==> src/rtl/inst_prefetch.sv <==
// Instruction prefetch buffer: sequential ROM fetch into a PC-tagged FIFO, redirect flush.
// Optional PREFETCH_STATS_EN adds saturating redirect/dropped-instruction counters.
module inst_prefetch #(
  parameter int PC_W   = 8,
  parameter int INST_W = 9,
  parameter int DEPTH  = 4
) (
  input  logic                     clk,
  input  logic                     init,
  input  logic [PC_W-1:0]          start_addr,
  output logic                     rom_en,
  output logic [PC_W-1:0]          rom_addr,
  input  logic [INST_W-1:0]        rom_data,
  output logic                     inst_valid,
  output logic [INST_W-1:0]        inst,
  output logic [PC_W-1:0]          inst_pc,
  input  logic                     inst_take,
  input  logic                     redirect,
  input  logic [PC_W-1:0]          redirect_target,
  output logic [$clog2(DEPTH):0]   fifo_count
`ifdef PREFETCH_STATS_EN
  ,
  output logic [7:0]               stat_redirects,
  output logic [7:0]               stat_dropped
`endif
);
  localparam int PTR_W = $clog2(DEPTH);
  localparam int CW    = PTR_W + 1;

  logic [PC_W-1:0]   r_fetch_pc;
  logic              r_inflight;
  logic [PC_W-1:0]   r_inflight_pc;
  logic [INST_W-1:0] r_mem_inst [DEPTH];
  logic [PC_W-1:0]   r_mem_pc   [DEPTH];
  logic [PTR_W-1:0]  r_rd_ptr;
  logic [PTR_W-1:0]  r_wr_ptr;
  logic [CW-1:0]     r_count;

  logic              w_push;
  logic              w_pop;
  logic [CW:0]       w_occ;

  // Credit counts queued plus in-flight; a same-cycle pop is not credited.
  assign w_occ  = {1'b0, r_count} + {{CW{1'b0}}, r_inflight};
  assign rom_en = ~init & ~redirect & (w_occ < (CW+1)'(DEPTH));
  assign w_push = r_inflight & ~redirect & ~init;
  assign w_pop  = inst_take & (r_count != '0) & ~redirect & ~init;

  assign rom_addr   = r_fetch_pc;
  assign inst_valid = (r_count != '0);
  assign inst       = r_mem_inst[r_rd_ptr];
  assign inst_pc    = r_mem_pc[r_rd_ptr];
  assign fifo_count = r_count;

  always_ff @(posedge clk) begin
    if (init) begin
      r_fetch_pc <= start_addr;
      r_inflight <= 1'b0;
      r_rd_ptr   <= '0;
      r_wr_ptr   <= '0;
      r_count    <= '0;
    end else if (redirect) begin
      // Data returning this cycle belongs to the old stream and is dropped.
      r_fetch_pc <= redirect_target;
      r_inflight <= 1'b0;
      r_rd_ptr   <= '0;
      r_wr_ptr   <= '0;
      r_count    <= '0;
    end else begin
      r_inflight <= rom_en;
      if (rom_en) begin
        r_fetch_pc    <= r_fetch_pc + PC_W'(1);
        r_inflight_pc <= r_fetch_pc;
      end
      if (w_push) r_wr_ptr <= r_wr_ptr + PTR_W'(1);
      if (w_pop)  r_rd_ptr <= r_rd_ptr + PTR_W'(1);
      r_count <= r_count + CW'(w_push) - CW'(w_pop);
    end
  end

  always_ff @(posedge clk) begin
    if (w_push) begin
      r_mem_inst[r_wr_ptr] <= rom_data;
      r_mem_pc[r_wr_ptr]   <= r_inflight_pc;
    end
  end

`ifdef PREFETCH_STATS_EN
  logic [8:0] w_drop_sum;
  assign w_drop_sum = {1'b0, stat_dropped} + 9'(w_occ);

  always_ff @(posedge clk) begin
    if (init) begin
      stat_redirects <= '0;
      stat_dropped   <= '0;
    end else if (redirect) begin
      if (stat_redirects != 8'hFF) stat_redirects <= stat_redirects + 8'd1;
      stat_dropped <= w_drop_sum[8] ? 8'hFF : w_drop_sum[7:0];
    end
  end
`endif
endmodule

==> config.mk <==
export PLATFORM = sky130hd
export DESIGN_NAME = inst_prefetch
export DESIGN_NICKNAME = d
export VERILOG_FILES = /design/src/rtl/inst_prefetch.sv
export SDC_FILE = /design/constraint.sdc
export NUM_CORES = 1
export LEC_CHECK = 0
export CORE_ASPECT_RATIO = 0.9
export CORE_MARGIN = 2
export CORE_UTILIZATION = 55
export CTS_CLUSTER_DIAMETER = 50
export DETAILED_ROUTE_END_ITERATION = 7
export DONT_BUFFER_PORTS = 1
export PLACE_DENSITY = 0.79
export SETUP_SLACK_MARGIN = 0.05
export SLEW_MARGIN = 20
export SYNTH_ARGS = -nofsm -noshare
export SYNTH_HDL_FRONTEND = slang
export SYNTH_SLANG_ARGS = --single-unit
==> constraint.sdc <==
create_clock -name clk -period 2.5 [get_ports clk]
set_input_delay 0.25 -clock clk [delete_from_list [all_inputs] [get_ports clk]]
set_output_delay 0.25 -clock clk [all_outputs]
set_load 0.02 [all_outputs]
== Word level (Yosys, flattened, before mapping) ==
Memories as Yosys holds them, arrays and structs flattened. A register that Yosys moved wholly into a read port is not among the register bits.
Index checks and enable logic that the tools add are counted.
Storage, ports and cells
  bits in writable memories: 68
  input port bits: 29
  output and inout bits: 30
  memories kept: 2
  logic and storage cells: 37
  register bits: 24
Operators by class
  muxes and demuxes: 9
  add/sub/neg operators: 6
  magnitude comparators: 1
  bitwise operators: 9
  reductions and logical operators: 4
Memories
  r_mem_inst: depth 4, width 9, rd ports 1, clocked after Yosys merged registers in 1, write ports 1, RTL line 33  | logic [INST_W-1:0] r_mem_inst [DEPTH];
  r_mem_pc: depth 4, width 8, rd ports 1, clocked after Yosys merged registers in 1, write ports 1, RTL line 34  | logic [PC_W-1:0] r_mem_pc [DEPTH];
Operators with widths (number)
  8-bit two-way mux: 3
  8-bit by 1-bit adder with 8-bit output (second input constant): 1
  2-bit two-way mux: 4
  1-bit AND: 7
  3-bit nonzero test: 2
  2-bit by 1-bit adder with 2-bit output (second input constant): 2
  3-bit by 1-bit adder with 4-bit output: 1
  4-bit by 3-bit less-than comparator with 1-bit output (second input constant): 1
  3-bit by 1-bit adder with 3-bit output: 1
  3-bit AND reduction: 1
  3-bit by 1-bit subtractor with 3-bit output: 1
  1-bit two-way mux: 2
  1-bit inverter: 2
  2-bit OR reduction: 1

== Depth between registers and ports, before layout ==
  depth in word-level cells: 6
  mapped depth: 9
  mapped depth without buffers: 8

== Worst setup path after synthesis ==
OpenSTA, ideal clock, no wires.
  path type: flip-flop to flip-flop
  from: register r_count[0], in the netlist fifo_count[0]
  to: register r_count[2], in the netlist fifo_count[2]
  required time: 2.374 ns
  arrival time: 2.038 ns
  path buffers: 0
  path slack: 0.336 ns
  clock period less this slack: 2.164 ns
  setup time: 0.126 ns
  cell stages (with the launch flop): 9
  cells stage by stage: dfxtp_1 > or3_4 > and3_4 > ha_1 > inv_1 > ha_1 > fa_1 > xor2_1 > nor2_1
Between the ends
  longest elaborated chain between the ends: 5
  elaborated cells on any way between the ends: 6
  classes of those cells: add/sub: 2; bitwise: 3; reduce/logical: 1
Ends and longest elaborated chain
  from (decl): RTL line 37  | logic [CW-1:0] r_count;
  from (signal assigned): RTL line 77  | r_count <= r_count + CW'(w_push) - CW'(w_pop);
  3-bit nonzero test
  via inst_valid: RTL line 14  | output logic inst_valid,
  1-bit AND (3 in a row): RTL line 47  | assign w_pop = inst_take & (r_count != '0) & ~redirect & ~init;
  via w_pop: RTL line 40  | logic w_pop;
  3-bit by 1-bit subtractor with 3-bit output: RTL line 77
The timed path passes the listed nets, and every way through them passes these cells.
A chain may end at the register's enable or synchronous reset.

== Worst setup path in the final report ==
  from: register r_count[2], in the netlist fifo_count[2]
  to: register r_count[2], in the netlist fifo_count[2]
The elaborated chain is that of the path after synthesis.

==> impl_metrics.env <==
export IMPL_status="finished clean"
export IMPL_min_from="init"
export IMPL_cp_required_ns=2.75
export IMPL_maxCapViolations=0
export IMPL_setup_viol=0
export IMPL_syn_num_nets=245
export IMPL_io_pins=59
export IMPL_grt_remaining_overflow=0
export IMPL_clkTransAtPathRegs_ns=0.09
export IMPL_relSlewSlack_pct=71.50
export IMPL_cp_startpoint="fifo_count[2]"
export IMPL_antenna_found_initial=0
export IMPL_syn2layout_area_growth_pct=11.60
export IMPL_firstDrtPassIters=4
export IMPL_p_leak_nw=1.417
export IMPL_critPathMostFrequentCell="ha_1"
export IMPL_slew_viol_final=0
export IMPL_worstSetupPathType="reg2reg"
export IMPL_ys_ff_latch=94
export IMPL_synth_ff_type="edfxtp_1"
export IMPL_seq_area_frac_synth_pct=72.73
export IMPL_final_antenna_net_count=0
export IMPL_fin_skew_ns=0.006974
export IMPL_grt_pass1_vias=1819
export IMPL_cp_max_fo=5
export IMPL_cts_sinks=94
export IMPL_die_x_um=90.97
export IMPL_crit_path_end_kind="flip-flop"
export IMPL_async_flop_share_pct=0
export IMPL_drt_wl_total_um=5575
export IMPL_mostFrequentLayoutCells="edfxtp_1, mux4_2"
export IMPL_synth_area_um2=3744
export IMPL_worst_slew_pin_slew_ns=0.4276
export IMPL_slowest_stage="or3_4"
export IMPL_avgSynthCellArea_um2=18.08
export IMPL_htreeDepth=3
export IMPL_clk_path_buf_depth=2
export IMPL_die_area_um2=7484
export IMPL_fmax_ghz=0.4581
export IMPL_vias=1775
export IMPL_portBuffers=0
export IMPL_crit_chain="or3_4 -> and3_4 -> ha_1 -> inv_1 -> ha_1 -> fa_1 -> xor2_1 -> nor2_1"
export IMPL_cp_num_buf_inv=1
export IMPL_cts_root_buf="clkbuf_8"
export IMPL_final_min_clock_period_ns=2.183
export IMPL_die_h_um=82.27
export IMPL_initial_core_util_pct=56.84
export IMPL_min_path_type="in2reg"
export IMPL_diodes=0
export IMPL_gp_congestion=0.6967
export IMPL_drive_gt1_share_pct=18.88
export IMPL_coreArea_um2=6586
export IMPL_viasPerCell=5.495
export IMPL_final_common_cell="edfxtp_1"
export IMPL_grt_max_degree=19
export IMPL_post_route_period_util_pct=87.32
export IMPL_dp_cells=298
export IMPL_fin_nets=266
export IMPL_finalHoldViolCount=0
export IMPL_crit_family="adder cells"
export IMPL_worstSkewPairLatency_ns=0.35
export IMPL_ys_warn_count=0
export IMPL_synth_distinct_cells=36
export IMPL_wl_per_cell_um=17.26
export IMPL_netlist_instances=207
export IMPL_timing_rr_start="fifo_count[2]"
export IMPL_fin_cells=323
export IMPL_rsz0062_at_grt="no"
export IMPL_critPathMaxStageDelay_ns=0.42
export IMPL_final_setup_tns_ns=0
export IMPL_drt_first_iter_violations=112
export IMPL_start_kind="flip-flop"
export IMPL_synth_edf_count=84
export IMPL_grt_pass1_wl_um=8894
export IMPL_cts_tree="built"
export IMPL_num_rows=28
export IMPL_p_per_area_nw_per_um2=700.3
export IMPL_finalPower_mw=2.926
export IMPL_track_usage_pct=16.03
export IMPL_cts_resized=0
export IMPL_cts_buffers=9
export IMPL_ir_drop_uv=427.0
export IMPL_cp_arrival_ns=2.43
export IMPL_dp_hpwl_um=3674
export IMPL_drcViolationCount=0
-- cell type report --
cell class | instances | area (um2)
multi-input cells | 97 | 940.9
clock inverters | 7 | 86.33
repair buffers | 19 | 165.2
well taps | 90 | 112.6
inverters | 7 | 26.28
fillers | 499 | 2409
flip-flops and latches | 94 | 2723
clock buffers | 9 | 123.9
-- metrics by stage --
| step | worst slack (ns) | hold WS, ns | instance area (um2) | utilization (%) |
|---|---|---|---|---|
| final | 0.3171 | 0.08882 | 4178 | 63.43 |
| after global placement | 0.3461 | 0.3490 | 3877 | 58.87 |
| after detailed placement | 0.3183 | 0.3490 | 3877 | 58.87 |
| after floorplan | 0.3361 | 0.3489 | 3744 | - |
| after CTS | 0.3083 | 0.07750 | 4178 | 63.43 |
| after global routing | 0.2259 | 0.09608 | 4178 | 63.43 |
-- cells in the mapped netlist (all sizes together), types with 2 or more instances --
library cell | count | area share [%]
o22ai | 2 | 0.33
mux2i | 2 | 0.53
nor2 | 10 | 1.0
mux4 | 17 | 11
and3 | 7 | 1.3
nand2 | 10 | 1.0
a21oi | 4 | 0.53
ha | 8 | 2.7
edfxtp | 84 | 67
xor2 | 4 | 0.94
dfxtp | 10 | 5.3
nand3 | 8 | 1.1
o21ai | 5 | 0.67
xnor2 | 3 | 0.70
nand4 | 2 | 0.33
clkbuf | 4 | 0.43
and2 | 2 | 0.33
inv | 7 | 0.70
buf | 5 | 1.0
-- sequential cells by signal, indices dropped and copies added, names as in the netlist, named ones only --
register / flops
fifo_count: 3
r_inflight: 1
r_inflight_pc: 8
r_mem_inst: 36
r_mem_pc: 32
r_rd_ptr: 2
r_wr_ptr: 2
rom_addr: 8
-- what timing repair did --
action                                 4_1_cts  5_1_grt
setup buffers                                0        0
hold buffers                                 9        0
endpoints found under the hold margin       36        0
-- per-layer routing --
layer	global-route usage, %	share of wire, %	vias to the layer above
met1	19.33	45	851
li1	-	-	851
met4	6.364	0.90	0
met3	6.080	6.7	6
met2	26.74	47	67
met5	0	0	-
-- power by group --
part	leakage (nW)	internal, mW	switching [mW]
clock	0.105	0.486	0.540
combinational	0.459	0.0463	0.0531
sequential	0.854	1.75	0.0545
-- final timing paths --
| path | endpoint | slack [ns] | cells after the start |
|---|---|---|---|
| max | fifo_count[2] | 0.32 | 8 |
| min reg2reg | flip-flop | 0.50 | 1 |
| min | rom_addr[5] | 0.09 | 2 |
| max reg2reg | fifo_count[2] | 0.32 | 8 |
-- cells by family (layout without fill, tap and decap cells) --
logic type,after synthesis,after routing,share of synthesized area [%]
fa+ha+maj,9,9,3.209
flops,94,94,72.73
compound gates,17,17,2.875
mux,20,20,11.36
buf+inv,16,42,2.139
simple gates,44,44,6.050
xor+xnor,7,7,1.638
Power figures use the tool's default switching activity.
==> RTL edit 1 (same flow settings) <==
The parameter `PC_W` goes from 8 to 10.
--- a/src/rtl/inst_prefetch.sv
+++ b/src/rtl/inst_prefetch.sv
@@ -1,7 +1,7 @@
 // Instruction prefetch buffer: sequential ROM fetch into a PC-tagged FIFO, redirect flush.
 // Optional PREFETCH_STATS_EN adds saturating redirect/dropped-instruction counters.
 module inst_prefetch #(
-  parameter int PC_W   = 8,
+  parameter int PC_W   = 10,
   parameter int INST_W = 9,
   parameter int DEPTH  = 4
 ) (
Ports: changed (resized inst_pc, redirect_target, rom_addr and start_addr); port bits go from 59 to 67. The function was not compared with the original's and may differ.
==> RTL edit 1 against the unedited design <==
Via count up 15%; wire length up 17%; setup slack worse by 0.072 ns; cell area up 12%; synthesized cell count up 12%; power up 14%; utilization down 0.80 points; area after synthesis up 12%; fmax down 3.2%; sequential cell count up 12; worst hold slack worse by 0.0030 ns; largest power group unchanged.
==> RTL edit 1: results (changes against the unedited design) <==
fin_nets: 296  # was 266
status: "finished, final reports clean"  # unchanged
place_hpwl_mm: 4.22  # was 3.67 mm
grt_use_total_pct: 17.4  # was 16.0%
leakagePower_uw: 0.00155  # was 0.00142 uW
syn_nets: 273  # was 245
yosysSeqAreaShare_pct: 73.5  # was 72.7%
cp-startpoint: "fifo_count[1]"  # was fifo_count[2]
vdd_drop_max_mv: 0.332  # was 0.427 mV
post_dp_cell_area_um2: 4360  # was 3880 um2
met2_usage_pct: 28.3  # was 26.7%
wl_met2_mm: 3.28  # was 2.64 mm
viasPerCell: 5.75  # was 5.50
slowest_delay_ns: 0.35  # was 0.42 ns
drt-wirelength-per-cell_um: 18.4  # was 17.3 um
grt_use_met1_pct: 21.3  # was 19.3%
gp_congestion: 0.730  # was 0.697
synth-edff-count: 96  # was 84
crit_slowest_cell: "nor2_1"  # was or3_4
cp.arrival_ns: 2.00  # was 2.43 ns
grt_use_met3_pct: 7.39  # was 6.08%
drive_above_1_share_pct: 20.1  # was 18.9%
worst_pin_slew_ns: 0.449  # was 0.428 ns
grt_pass1_vias: 2136  # was 1819
critPathTopFamily: "simple AND/OR/NAND/NOR gates"  # was adder cells
first_iter_violations: 115  # was 112
==> RTL edit 1: cell count changes after synthesis, moves of 2 or more <==
cell / unedited run / this run
xnor2_1: 3 / 6
mux4_2: 14 / 19
a22oi_1: 1 / 4
nor2_1: 10 / 12
a21oi_1: 4 / 6
mux4_1: 3 / 0
edfxtp_1: 84 / 96
a31oi_1: 0 / 2
==> RTL edit 1: cell families after synthesis <==
group | count (synthesis) | share of synthesized area [%]
AOI/OAI and AO/OA | 22 | 3.07
xor gates and xnor gates | 9 | 1.88
adders and majority gates | 9 | 2.86
buffers and inverters | 15 | 1.70
DFF | 106 | 73.5
muxes | 22 | 10.9
and+or+nand+nor | 48 | 6.03
==> RTL edit 1: layout make-up <==
class	instances	area (um2)
clock inverters	7	109
multi-input cells	110	1040
flip-flops and latches	106	3080
inverters	6	22.5
fillers	508	2790
well taps	96	120
repair buffers	21	180
clock buffers	9	124
==> RTL edit 1: worst paths after layout <==
path	end	slack (ns)	cells past startpoint
worst max-delay path	rom_en	0.25	6
worst min-delay path	rom_addr[1]	0.09	2
worst max register to register	fifo_count[2]	0.28	9
worst min register to register	r_mem_pc[0][9]	0.51	0
==> RTL edit 1: report_power, final <==
group	internal, uW	switching (uW)	total, uW
Clock	586	582	1170
Combinational	51.7	62.1	114
Sequential	1970	67.4	2040
==> RTL edit 1: metrics by stage <==
step           instances  utilization (%)
2_1_floorplan        231                -
6_report             355             62.6
3_3_place_gp         330             58.3
4_1_cts              355             62.6
3_5_place_dp         330             58.3
5_1_grt              355             62.6
==> RTL edit 1: repair_timing <==
action	CTS	global route
hold buffers	9	0
gates resized for setup	0	0
hold endpoints to repair	36	0
endpoints found under the setup margin	0	0
==> RTL edit 2 (config.mk and constraints unchanged) <==
Without the edit above. Register the inputs `start_addr`, `rom_data`, `inst_take` and `redirect_target` before use. The logic sees them one clock later. The other inputs are not delayed to match.
--- a/src/rtl/inst_prefetch.sv
+++ b/src/rtl/inst_prefetch.sv
@@ -27,6 +27,18 @@
   localparam int PTR_W = $clog2(DEPTH);
   localparam int CW    = PTR_W + 1;
 
+  logic [PC_W-1:0] start_addr_q;
+  logic [INST_W-1:0] rom_data_q;
+  logic inst_take_q;
+  logic [PC_W-1:0] redirect_target_q;
+
+  always_ff @(posedge clk) begin
+    start_addr_q      <= start_addr;
+    rom_data_q        <= rom_data;
+    inst_take_q       <= inst_take;
+    redirect_target_q <= redirect_target;
+  end
+
   logic [PC_W-1:0]   r_fetch_pc;
   logic              r_inflight;
   logic [PC_W-1:0]   r_inflight_pc;
@@ -44,7 +56,7 @@
   assign w_occ  = {1'b0, r_count} + {{CW{1'b0}}, r_inflight};
   assign rom_en = ~init & ~redirect & (w_occ < (CW+1)'(DEPTH));
   assign w_push = r_inflight & ~redirect & ~init;
-  assign w_pop  = inst_take & (r_count != '0) & ~redirect & ~init;
+  assign w_pop  = inst_take_q & (r_count != '0) & ~redirect & ~init;
 
   assign rom_addr   = r_fetch_pc;
   assign inst_valid = (r_count != '0);
@@ -54,14 +66,14 @@
 
   always_ff @(posedge clk) begin
     if (init) begin
-      r_fetch_pc <= start_addr;
+      r_fetch_pc <= start_addr_q;
       r_inflight <= 1'b0;
       r_rd_ptr   <= '0;
       r_wr_ptr   <= '0;
       r_count    <= '0;
     end else if (redirect) begin
       // Data returning this cycle belongs to the old stream and is dropped.
-      r_fetch_pc <= redirect_target;
+      r_fetch_pc <= redirect_target_q;
       r_inflight <= 1'b0;
       r_rd_ptr   <= '0;
       r_wr_ptr   <= '0;
@@ -80,7 +92,7 @@
 
   always_ff @(posedge clk) begin
     if (w_push) begin
-      r_mem_inst[r_wr_ptr] <= rom_data;
+      r_mem_inst[r_wr_ptr] <= rom_data_q;
       r_mem_pc[r_wr_ptr]   <= r_inflight_pc;
     end
   end
Behaviour: not the same (Yosys sat finds a counterexample within 4 cycles, from zero or initial values).
==> RTL edit 2 against the unedited design <==
Sequential share of layout area is 3.3 points lower; register-to-register slack better by 0.10 ns; setup slack worse by 0.066 ns; clock skew is 0.00073 ns higher; global-route usage is 2.5 points higher; count of clock-buffer cells in the layout is 16 higher; sequential cell count is 26 higher; combinational power is 20% higher; power is 56% higher; utilization is 6.0 points higher; cell area is 25% higher; area after synthesis is 14% higher; wire length is 30% higher.
==> RTL edit 2: results (changes against the unedited design) <==
yosysWarningCount: 0  # unchanged
synthTopCellsByCount: "edfxtp_1 (84), dfxtp_1 (36), mux4_2 (14)"  # was edfxtp_1 (84), mux4_2 (14), dfxtp_1 (10), nand2_1 (10), nor2_1 (10)
syn_nets: 271  # was 245
ys_top_cells_by_area: "edfxtp_1 (59%), dfxtp_1 (17%), mux4_2 (7.4%), ha_1 (2.3%), mux4_1 (1.8%)"  # was edfxtp_1 (67%), mux4_2 (8.4%), dfxtp_1 (5.3%), ha_1 (2.7%), mux4_1 (2.1%)
synth-edff-count: 84  # unchanged
synth_ff_type: "edfxtp_1"  # unchanged
leakagePower_uw: 0.00189  # was 0.00142 uW
fin_skew_ns: 0.00770  # was 0.00697 ns
vdd_drop_max_mv: 0.587  # was 0.427 mV
hold_class: "in -> reg"  # unchanged
synthDistinctLibCells: 36  # unchanged
post_cts_resized: 0  # unchanged
hold_buffers: 28  # was 9
nFillCells: 475  # was 499
route.detailed.drc: 0  # unchanged
n_antenna_cell: 0  # unchanged
dr.pass1.iters: 6  # was 4
cp_max_fo: 5  # unchanged
internal_power_uw: 3660  # was 2280 uW
cp.arrival_ns: 2.00  # was 2.43 ns
viasPerCell: 5.39  # was 5.50
fin_nets: 319  # was 266
maxSlewHeadroom_pct: 60.8  # was 71.5%
htree_levels: 4  # was 3
portBuffers: 0  # unchanged
routed_wl_mm: 7.25  # was 5.58 mm
clk-insertion-delay-late_ns: 0.50  # was 0.35 ns
reg_top3: "r_mem_inst x36, r_mem_pc x32, rom_data_q x9"  # was r_mem_inst x36, r_mem_pc x32
cts_setup_buffers: 0  # unchanged
clk_pin_slew_ns: 0.05  # was 0.09 ns
clock-root-buffer: "clkbuf_8"  # unchanged
grt_max_degree: 18  # was 19
gp_congestion: 0.771  # was 0.697
drive_above_1_share_pct: 19.0  # was 18.9%
cts-buffers-inserted: 17  # was 9
yosysSeqAreaShare_pct: 76.1  # was 72.7%
grt_pass1_vias: 2274  # was 1819
first_iter_violations: 92  # was 112
place_hpwl_mm: 3.95  # was 3.67 mm
cts.path.max_buffers: 2  # unchanged
antenna_found_initial: 0  # unchanged
grt_use_total_pct: 18.6  # was 16.0%
synthArstFlopShare_pct: 0  # unchanged
grt_pass1_wl_mm: 11.4  # was 8.89 mm
post_dp_cell_area_um2: 4410  # was 3880 um2
pre_cts_ws_ns: 0.423  # was 0.318 ns
status: "finished, final reports clean"  # unchanged
RTL edit 2: cell count changes after synthesis:
| cell | change |
|---|---|
| dfxtp_1 | +26 |
RTL edit 2: area by class of cell:
class                   count  area (um2)  share of cell area (%)
flip-flops and latches    120        3240                    61.9
well taps                  96         120                    2.29
clock buffers              25         518                    9.89
inverters                   7        26.3                   0.501
multi-input cells          97         941                    18.0
clock inverters             7        36.3                   0.692
repair buffers             38         355                    6.78
RTL edit 2: cell families after synthesis:
| kind of cell | Yosys count | share of synthesized area (%) |
|---|---|---|
| AOI/OAI and AO/OA | 17 | 2.52 |
| xor gates and xnor gates | 7 | 1.44 |
| adders and majority gates | 9 | 2.82 |
| buffers and inverters | 16 | 1.88 |
| DFF | 120 | 76.1 |
| muxes | 20 | 9.98 |
| and+or+nand+nor | 44 | 5.31 |
RTL edit 2: through the flow:
| step | std cells | hold WS, ns |
|---|---|---|
| 2_1_floorplan | 233 | 0.278 |
| 5_1_grt | 390 | 0.00748 |
| 6_report | 390 | 0.0499 |
| 4_1_cts | 390 | 0.0206 |
| 3_3_place_gp | 330 | 0.278 |
| 3_5_place_dp | 330 | 0.278 |
RTL edit 2: critical path, cell delays in order (launching register included):
cell and delay (ns):
dfxtp_1 0.31, buf_4 0.17, ha_1 0.21, o211a_1 0.22
o22a_1 0.24, nor2_1 0.34
RTL edit 2: final timing paths:
path	start	end	slack, ns	cells after the start
max	fifo_count[1]	rom_en	0.25	5
min	redirect	rom_addr[6]	0.05	2
max reg2reg	fifo_count[0]	fifo_count[2]	0.42	8
min reg2reg	rom_data_q[6]	r_mem_inst[0][6]	0.48	0
RTL edit 2: power by group through the flow:
stage	sequential (uW)	clock, uW	combinational, uW
after floorplan	2280	0	72.9
after global placement	2290	0	80.4
after detailed placement	2300	0	81.7
after CTS	2260	2230	118
after global routing	2260	2330	132
final	2260	2200	119
RTL edit 2: per-layer routing:
layer / up-vias / global-route usage, % / wire, um
met3: 4 / 8.62 / 435
li1: 996 / - / -
met1: 1027 / 19.9 / 2880
met4: 0 / 6.91 / 61
met5: - / 0 / 0
met2: 75 / 32.8 / 3880
